## config.mk

```make
export PLATFORM = sky130hd
export DESIGN_NAME = ysyx_idu_issue_q
export DESIGN_NICKNAME = d
export VERILOG_FILES = /design/src/rtl/ysyx_idu_issue_q.sv
export SDC_FILE = /design/constraint.sdc
export NUM_CORES = 1
export LEC_CHECK = 0
export ABC_AREA = 1
export CORE_MARGIN = 1
export CORE_UTILIZATION = 47
export DETAILED_ROUTE_END_ITERATION = 6
export GPL_TIMING_DRIVEN = 0
export PLACE_DENSITY = 0.79
export SETUP_SLACK_MARGIN = 0.5
export SLEW_MARGIN = 25
export SYNTH_ARGS = -nofsm -noshare
export SYNTH_HDL_FRONTEND = slang
export SYNTH_SLANG_ARGS = --single-unit
```

## constraint.sdc

```tcl
create_clock -name clk -period 4.4 [get_ports clk]
set_clock_uncertainty 0.2 [all_clocks]
set_input_delay 0.44 -clock clk [delete_from_list [all_inputs] [get_ports clk]]
set_output_delay 0.44 -clock clk [all_outputs]
set_load 0.01 [all_outputs]
```

## src/rtl/ysyx_idu_issue_q.sv

```systemverilog
// Decode/issue front end: DEPTH-entry instruction FIFO, scoreboard hazard check on the head,
// rs1/rs2 operand capture from regfile or forwarding channels, and a registered issue stage.
module ysyx_idu_issue_q #(
  parameter  int XLEN   = 32,
  parameter  int RIDX_W = 4,
  parameter  int DEPTH  = 4,
  parameter  int NFWD   = 2,
  localparam int NREG   = 1 << RIDX_W
) (
  input  logic                     clk,
  input  logic                     rst,
  input  logic                     flush,
  input  logic                     in_valid,
  output logic                     in_ready,
  input  logic [31:0]              in_inst,
  input  logic [XLEN-1:0]          in_pc,
  input  logic                     in_spec,
  output logic [RIDX_W-1:0]        rs1_o,
  output logic [RIDX_W-1:0]        rs2_o,
  input  logic [XLEN-1:0]          rdata1,
  input  logic [XLEN-1:0]          rdata2,
  input  logic [NREG-1:0]          rf_busy,
  input  logic [NFWD-1:0]          fwd_valid,
  input  logic [NFWD*RIDX_W-1:0]   fwd_rd,
  input  logic [NFWD*XLEN-1:0]     fwd_data,
  output logic                     out_valid,
  input  logic                     out_ready,
  output logic [31:0]              out_inst,
  output logic [XLEN-1:0]          out_pc,
  output logic [XLEN-1:0]          out_rs1v,
  output logic [XLEN-1:0]          out_rs2v,
  output logic                     out_spec,
  output logic [31:0]              stall_cnt
);

  localparam int PTR_W = $clog2(DEPTH);
  localparam int CNT_W = PTR_W + 1;

  localparam logic [6:0] OP_LUI    = 7'b0110111;
  localparam logic [6:0] OP_AUIPC  = 7'b0010111;
  localparam logic [6:0] OP_JAL    = 7'b1101111;
  localparam logic [6:0] OP_BRANCH = 7'b1100011;
  localparam logic [6:0] OP_STORE  = 7'b0100011;
  localparam logic [6:0] OP_OP     = 7'b0110011;

  logic [31:0]      inst_mem [DEPTH];
  logic [XLEN-1:0]  pc_mem   [DEPTH];
  logic             spec_mem [DEPTH];

  logic [PTR_W-1:0] wr_ptr_q, wr_ptr_d;
  logic [PTR_W-1:0] rd_ptr_q, rd_ptr_d;
  logic [CNT_W-1:0] count_q,  count_d;

  logic             out_valid_q;
  logic [31:0]      out_inst_q;
  logic [XLEN-1:0]  out_pc_q, out_rs1v_q, out_rs2v_q;
  logic             out_spec_q;
  logic [31:0]      stall_cnt_q;

  logic             head_valid, push, pop, issue, hazard;
  logic [31:0]      head_inst;
  logic [6:0]       opcode;
  logic             uses_rs1, uses_rs2;
  logic             hit1, hit2, haz1, haz2;
  logic [XLEN-1:0]  val1, val2;

  assign head_valid = (count_q != '0);
  assign in_ready   = (count_q != CNT_W'(DEPTH));
  assign head_inst  = inst_mem[rd_ptr_q];
  assign opcode     = head_inst[6:0];
  assign rs1_o      = head_inst[15 +: RIDX_W];
  assign rs2_o      = head_inst[20 +: RIDX_W];

  assign uses_rs1 = !(opcode == OP_LUI || opcode == OP_AUIPC || opcode == OP_JAL);
  assign uses_rs2 =  (opcode == OP_BRANCH || opcode == OP_STORE || opcode == OP_OP);

  // Returns {hit, value}; scanning from the top index down lets channel 0 win ties.
  function automatic logic [XLEN:0] resolve(input logic [RIDX_W-1:0] idx,
                                            input logic [XLEN-1:0]   rdata);
    logic            hit;
    logic [XLEN-1:0] val;
    hit = 1'b0;
    val = rdata;
    for (int k = NFWD - 1; k >= 0; k--) begin
      if (fwd_valid[k] && fwd_rd[k*RIDX_W +: RIDX_W] == idx) begin
        hit = 1'b1;
        val = fwd_data[k*XLEN +: XLEN];
      end
    end
    if (idx == '0) begin
      hit = 1'b0;
      val = '0;
    end
    return {hit, val};
  endfunction

  // NOTE: combinational blocks use blocking '=' and give every output a default first,
  // so no latch can be inferred; state is only ever updated with '<=' in always_ff.
  always_comb begin
    {hit1, val1} = resolve(rs1_o, rdata1);
    {hit2, val2} = resolve(rs2_o, rdata2);
    haz1   = uses_rs1 && (rs1_o != '0) && rf_busy[rs1_o] && !hit1;
    haz2   = uses_rs2 && (rs2_o != '0) && rf_busy[rs2_o] && !hit2;
    hazard = haz1 || haz2;
  end

  assign push  = in_valid && in_ready && !flush;
  assign issue = head_valid && !hazard && (!out_valid_q || out_ready) && !flush;
  assign pop   = issue;

  always_comb begin
    wr_ptr_d = push ? wr_ptr_q + 1'b1 : wr_ptr_q;
    rd_ptr_d = pop  ? rd_ptr_q + 1'b1 : rd_ptr_q;
    count_d  = count_q;
    case ({push, pop})
      2'b10:   count_d = count_q + 1'b1;
      2'b01:   count_d = count_q - 1'b1;
      default: count_d = count_q;
    endcase
  end

  // NOTE: storage is deliberately not reset; count/pointers alone decide which entries are live.
  always_ff @(posedge clk) begin
    if (push) begin
      inst_mem[wr_ptr_q] <= in_inst;
      pc_mem[wr_ptr_q]   <= in_pc;
      spec_mem[wr_ptr_q] <= in_spec;
    end
  end

  always_ff @(posedge clk) begin
    if (rst) begin
      wr_ptr_q    <= '0;
      rd_ptr_q    <= '0;
      count_q     <= '0;
      out_valid_q <= 1'b0;
      out_inst_q  <= '0;
      out_pc_q    <= '0;
      out_rs1v_q  <= '0;
      out_rs2v_q  <= '0;
      out_spec_q  <= 1'b0;
      stall_cnt_q <= '0;
    end else begin
      if (flush) begin
        wr_ptr_q    <= '0;
        rd_ptr_q    <= '0;
        count_q     <= '0;
        out_valid_q <= 1'b0;
      end else begin
        wr_ptr_q <= wr_ptr_d;
        rd_ptr_q <= rd_ptr_d;
        count_q  <= count_d;
        if (issue) begin
          out_valid_q <= 1'b1;
          out_inst_q  <= head_inst;
          out_pc_q    <= pc_mem[rd_ptr_q];
          out_spec_q  <= spec_mem[rd_ptr_q];
          out_rs1v_q  <= val1;
          out_rs2v_q  <= val2;
        end else if (out_ready) begin
          out_valid_q <= 1'b0;
        end
      end
      if (head_valid && hazard && !flush && stall_cnt_q != '1) begin
        stall_cnt_q <= stall_cnt_q + 1'b1;
      end
    end
  end

  assign out_valid = out_valid_q;
  assign out_inst  = out_inst_q;
  assign out_pc    = out_pc_q;
  assign out_rs1v  = out_rs1v_q;
  assign out_rs2v  = out_rs2v_q;
  assign out_spec  = out_spec_q;
  assign stall_cnt = stall_cnt_q;

endmodule

```

======== After elaboration in Yosys (flattened, before gate mapping) ========
Memories as Yosys holds them, arrays and structs flattened. A register that Yosys moved wholly into a read port is not among the register bits.
Index checks and enable logic that the tools add are counted.
cells by class
  bitwise operators ....................... 1
  add/sub/neg operators ................... 5
  reductions and logical operators ........ 39
  magnitude comparators ................... 2
  multipliers ............................. 0
  shifts and indexed selects .............. 0
  equal/unequal tests ..................... 14
  muxes and demuxes ....................... 23
  div/mod/pow operators ................... 0
operators with widths
  operator                                                               count
  32-bit 2-to-1 mux                                                      6
  32-bit by 1-bit adder with 32-bit output, second input constant        1
  32-bit != test, second input constant                                  1
  7-bit by 6-bit equality test with 1-bit output, second input constant  3
  1-bit logical AND                                                      18
  4-bit equality test                                                    4
  7-bit equality test, second input constant                             2
  1-bit 2-to-1 mux                                                       12
  4-bit by 5-bit < comparator with 1-bit output, second input constant   2
  1-bit binary-select mux with 4-bit select                              2
  4-bit logical NOT                                                      2
  4-bit nonzero test                                                     2
  7-bit by 5-bit equality test with 1-bit output, second input constant  1
  1-bit logical NOT                                                      6
  1-bit logical OR                                                       6
  3-bit case mux with 2 select lines                                     1
  2-bit by 1-bit adder with 2-bit output, second input constant          2
  2-bit 2-to-1 mux                                                       2
  2-bit nonzero test                                                     2
  3-bit by 1-bit adder with 3-bit output, second input constant          1
  3-bit != test, second input constant                                   1
  3-bit nonzero test                                                     1
  3-bit by 1-bit subtractor with 3-bit output, second input constant     1
  2-bit by 1-bit equality test with 1-bit output, second input constant  1
  other kinds (4)                                                        4
storage, ports and cells
  memories ................................ 3
  register bits after elaboration ......... 136
  ROM bits ................................ 0
  RAM bits ................................ 260
  output and inout port bits .............. 171
  input bits .............................. 224
  latch bits .............................. 0
  word-level logic and storage cells ...... 95
memory list
  name      depth  width  read ports  clocked after Yosys merged registers in  wr ports  line  RTL
  inst_mem  4      32     1           1                                        1         46    logic [31:0] inst_mem [DEPTH];
  pc_mem    4      32     1           1                                        1         47    logic [XLEN-1:0] pc_mem [DEPTH];
  spec_mem  4      1      1           1                                        1         48    logic spec_mem [DEPTH];

======== Depth between registers and ports, before layout ========
  depth in word-level cells ............... 14
  depth in mapped cells ................... 25
  mapped depth without buffers ............ 22

======== Least setup slack after synthesis ========
No wires, ideal clock.
  path type ............................... reg-to-reg
  from .................................... reg count_q[1]
  to ...................................... mem inst_mem[0][0], enable pin
  data required time ...................... 3.712 ns
  data arrival time ....................... 3.779 ns
  cell stages (with the launch flop) ...... 7
  period minus slack after synthesis ...... 4.467 ns
  path buffers ............................ 1
  setup time .............................. 0.488 ns
  setup slack ............................. -0.067 ns
  cells stage by stage .................... dfxtp_1 > inv_1 > nand3_1 > nand2_1 > or2_2 > clkbuf_1 > nor2_1
between the ends
  cells in the longest elaborated chain, start to end .. 5
RTL lines
  what                                    line  RTL
  start: declaration                      52    logic [CNT_W-1:0] count_q, count_d;
  start signal: assignment                152   count_q <= count_d;
  3-bit != test                           68    assign in_ready = (count_q != CNT_W'(DEPTH));
  via in_ready                            14    output logic in_ready,
  1-bit logical AND (2 in a row)          107   assign push = in_valid && in_ready && !flush;
  1-bit 2-to-1 mux                        124   if (push) begin
  1-bit 2-to-1 mux (implied by the code)  125   inst_mem[wr_ptr_q] <= in_inst;
  end: declaration                        46
The timed path passes the listed nets, and every way through them passes these cells.

==> metrics.md <==
| Metric | Value |
|---|---|
| Initial antenna violation count | `9` |
| Min-delay worst type | `in -> reg` |
| Top cells by area, synth | `edfxtp_1, dfxtp_1, nand2_1, nand3_1, inv_1` |
| Row cnt | `75` |
| CTS tree | `built` |
| Global Route Usage Sum | `30.9%` |
| Detailed Route WL | `roughly 70000 µm` |
| Vias in the first global route | `18389` |
| Final instance area | `27100 µm²` |
| Die extent in x | `209 µm` |
| Critical path class | `reg -> reg` |
| Leak | `0.0111 µW` |
| Tcrit/Tclk final | `84.5%` |
| Seq/Total Area, Yosys | `a little under three fifths` |
| Clock sinks | `431` |
| GR Overflow Total | `0` |
| Largest net degree at the start of global routing | `23` |
| First-pass GRT wire length | `104000 µm` |
| Sink of the worst hold path | `pc_mem[2][26]$_DFFE_PP_` |
| Worst path required time | `about 4.7 ns` |
| H-tree level count | `2` |
| Cell count after synthesis | `roughly 2400` |
| Root buf cell | `clkbuf_16` |
| Placed Instances | `3385` |
| Inserted Clock Buffers | `45` |
| Vias | `18906` |
| Hold Startpoint | `in_pc[26]` |
| Worst R2R Path Depth | `25` |
| Post-synth ARST share | `0%` |
| CP Capture Type | `flop` |
| Slew @ Worst Pin | `0.758 ns` |
| Initial Utilization | `between 40 and 50%` |
| Endpoints failing setup | `0` |
| Placeable Area | `42200 µm²` |
| FF-to-FF End | `count_q[2]$_SDFFE_PP0P_` |
| Area Growth Syn to Fin | `33.9%` |
| CP startpoint kind | `flop` |
| Relative slew slack | `49.2%` |
| Status | `completed` |
| Tot Pwr | `9360 µW` |
| Fin crit period | `between 3 and 4 ns` |
| Final antenna-violating net count | `0` |
| Maximum clock insertion buffer count | `3` |
| Max Cap Viol | `0` |
| Fin Setup TNS | `0 ns` |
| Average wire per standard cell | `19.9 µm` |
| Cell variety after synth | `35` |
| Chip height | `209 µm` |
| Mean Syn Cell Area | `8.29 µm²` |
| Dpl cell area | `25200 µm²` |
| Worst endpoint data arrival time | `4.00 ns` |
| RSZ-0062 raised after global routing | `false` |
| CP Max Fanout | `10` |
| Post-route DRC | `0` |
| Top cells by instance count after synthesis | `nand2_1, edfxtp_1, inv_1, nor2_1, nand3_1` |
| Slew Viols, Final | `0` |
| Worst-skew pair later-pin latency | `0.58 ns` |
| Ys flop type | `edfxtp_1` |
| Pre-Repair DR Iteration Count | `5` |
| Fin. Hold Viols | `0` |
| Mapped Nets | `between 2000 and 3000` |
| Final non-filler cell total | `around 3500` |
| Num ports | `between 300 and 400` |
| Pwr/cell area | `346 nW/µm²` |
| Cell Area, Synth | `20200 µm²` |
| Synth warn | `0` |
| Reg clk slew, reported paths | `0.06 ns` |
| Worst VDD drop | `around 0.28 mV` |
| Layout Nets | `3134` |
| Post-synth EDFFs | `260` |
| GPL Wtd Cong | `0.982` |
| Share of post-route cells with drive strength above 1 | `6.29%` |
| Port-buffer cells | `394` |
| Detailed placer's ending HPWL | `50100 µm` |
| Most frequent cell after synthesis | `nand2_1` |
| Flop2flop setup slack | `0.68 ns` |
| F_max | `0.269 GHz` |
| Share of the synthesized area in the top cell type | `roughly two fifths` |
| Min-Delay Path Depth | `1` |
| DRT iter0 DRCs | `about 1600` |
| Yosys top cell by area | `edfxtp_1` |
| Die ar. | `approximately 44000 µm²` |
| Vias/cell | `approximately 5.4` |
| FF+latch count, synth | `approximately 430` |
| Hold buffers post-CTS | `0` |
[cell type report]
cell class                      count  area, µm²
Sequential cell                   431      11200
Clock inverter                     29        362
Clock buffer                       55       1190
Antenna cell                        6       15.0
Multi-Input combinational cell   1606       7470
Tap cell                          539        674
Inverter                          251        957
Buffer                            151        807
Timing Repair Buffer              417       4370
Fill cell                        3510      15100
[how the worst max path moves through the flow]
stage,startpoint,to,slack [ns],depth (start not counted)
3_3_place_gp,in_valid,inst_mem[2][0]$_DFFE_PP_,-2.73,5
2_1_floorplan,count_q[1]$_SDFFE_PP0P_,inst_mem[0][0]$_DFFE_PP_,-0.07,6
6_report,flop,count_q[2]$_SDFFE_PP0P_,0.68,25
4_1_cts,flop,count_q[2]$_SDFFE_PP0P_,0.51,24
5_1_grt,flop,count_q[2]$_SDFFE_PP0P_,0.43,24
3_5_place_dp,fwd_rd[6],count_q[2]$_SDFFE_PP0P_,-0.17,22
[worst max-delay path, cell delays in order, from the launching register on]
cell	delay, ns
dfxtp_1	0.31
buf_6	0.15
inv_8	0.09
buf_12	0.13
buf_8	0.12
nand3_1	0.13
nand2_1	0.12
nand3_1	0.10
nand2_1	0.10
nand3_2	0.10
nand2_1	0.09
nor2_1	0.05
nand3_2	0.09
nand2_4	0.08
inv_6	0.07
nand2_4	0.07
buf_8	0.17
buf_4	0.18
inv_1	0.08
ha_1	0.14
inv_1	0.08
fa_2	0.36
a21oi_2	0.15
o21a_1	0.15
o21ai_0	0.07
a21oi_1	0.19
[state kept, by name, summed over array words and instances, names as in the netlist, named ones only]
register	cells
rd_ptr_q	2
spec_mem	4
stall_cnt	32
out_pc	32
inst_mem	128
wr_ptr_q	2
out_spec	1
count_q	3
out_valid	1
out_rs2v	32
out_inst	32
pc_mem	128
out_rs1v	32
[per-layer routing]
layer,GRT usage (%),share of wire (%),vias up
li1,-,-,8895
met1,38.0,39,8935
met2,53.0,49,921
met3,5.88,8.0,151
met4,13.7,4.0,4
met5,0,0.048,-
[timing repair]
| item | CTS | global route |
|---|---|---|
| gates cloned | 0 | 1 |
| setup endpoints to repair | 2 | 2 |
| gates resized for setup | 29 | 28 |
| pin swaps | 5 | 4 |
| setup buffers | 5 | 4 |
[stage by stage]
step | utilization (%) | hold slack [ns] | setup slack (ns)
floorplan | - | 0.244 | -0.0669
global placement | 58.8 | 0.265 | -2.73
detailed placement | 59.7 | 0.304 | -0.172
CTS | 63.7 | 0.266 | 0.512
global route | 64.1 | 0.276 | 0.428
finish | 64.1 | 0.292 | 0.680
[cell usage in the layout (no fill, tap or decap), types with 4 or more instances in the layout]
| master | netlist | final |
|---|---|---|
| a21oi_1 | 135 | 133 |
| a32oi_1 | 33 | 33 |
| buf_1 | 10 | 10 |
| buf_12 | 0 | 4 |
| buf_16 | 0 | 10 |
| buf_2 | 17 | 8 |
| buf_4 | 14 | 24 |
| buf_6 | 12 | 16 |
| bufinv_16 | 0 | 8 |
| clkbuf_1 | 98 | 104 |
| clkbuf_16 | 0 | 46 |
| clkdlybuf4s50_1 | 0 | 394 |
| clkinv_1 | 1 | 8 |
| clkinv_2 | 0 | 10 |
| dfxtp_1 | 171 | 170 |
| diode_2 | 0 | 6 |
| edfxtp_1 | 260 | 260 |
| ha_1 | 6 | 6 |
| inv_1 | 244 | 244 |
| nand2_1 | 764 | 760 |
| nand2_2 | 6 | 8 |
| nand3_1 | 214 | 205 |
| nand3_2 | 7 | 12 |
| nand3_4 | 0 | 4 |
| nand4_1 | 40 | 40 |
| nor2_1 | 243 | 237 |
| nor2_4 | 1 | 8 |
| nor3_1 | 15 | 14 |
| nor3b_1 | 33 | 33 |
| nor4_1 | 9 | 9 |
| o21ai_0 | 43 | 43 |
| o22ai_1 | 17 | 17 |
| xnor2_1 | 9 | 9 |
| xor2_1 | 21 | 21 |
[report_power, final]
part	internal, µW	switching [µW]
combinational	405	512
clock	2410	1640
sequential	4360	34.0
[kinds of logic after synthesis]
| kind of cell | after synthesis | synth area share (%) |
|---|---|---|
| adders and majority gates | 7 | 0.470 |
| xor gates and xnor gates | 30 | 1.30 |
| DFF | 431 | 55.5 |
| and+or+nand+nor | 1339 | 28.0 |
| AOI/OAI and AO/OA | 230 | 6.44 |
| buffers and inverters | 402 | 8.30 |
No activity file was read; power rests on OpenSTA's default activity.
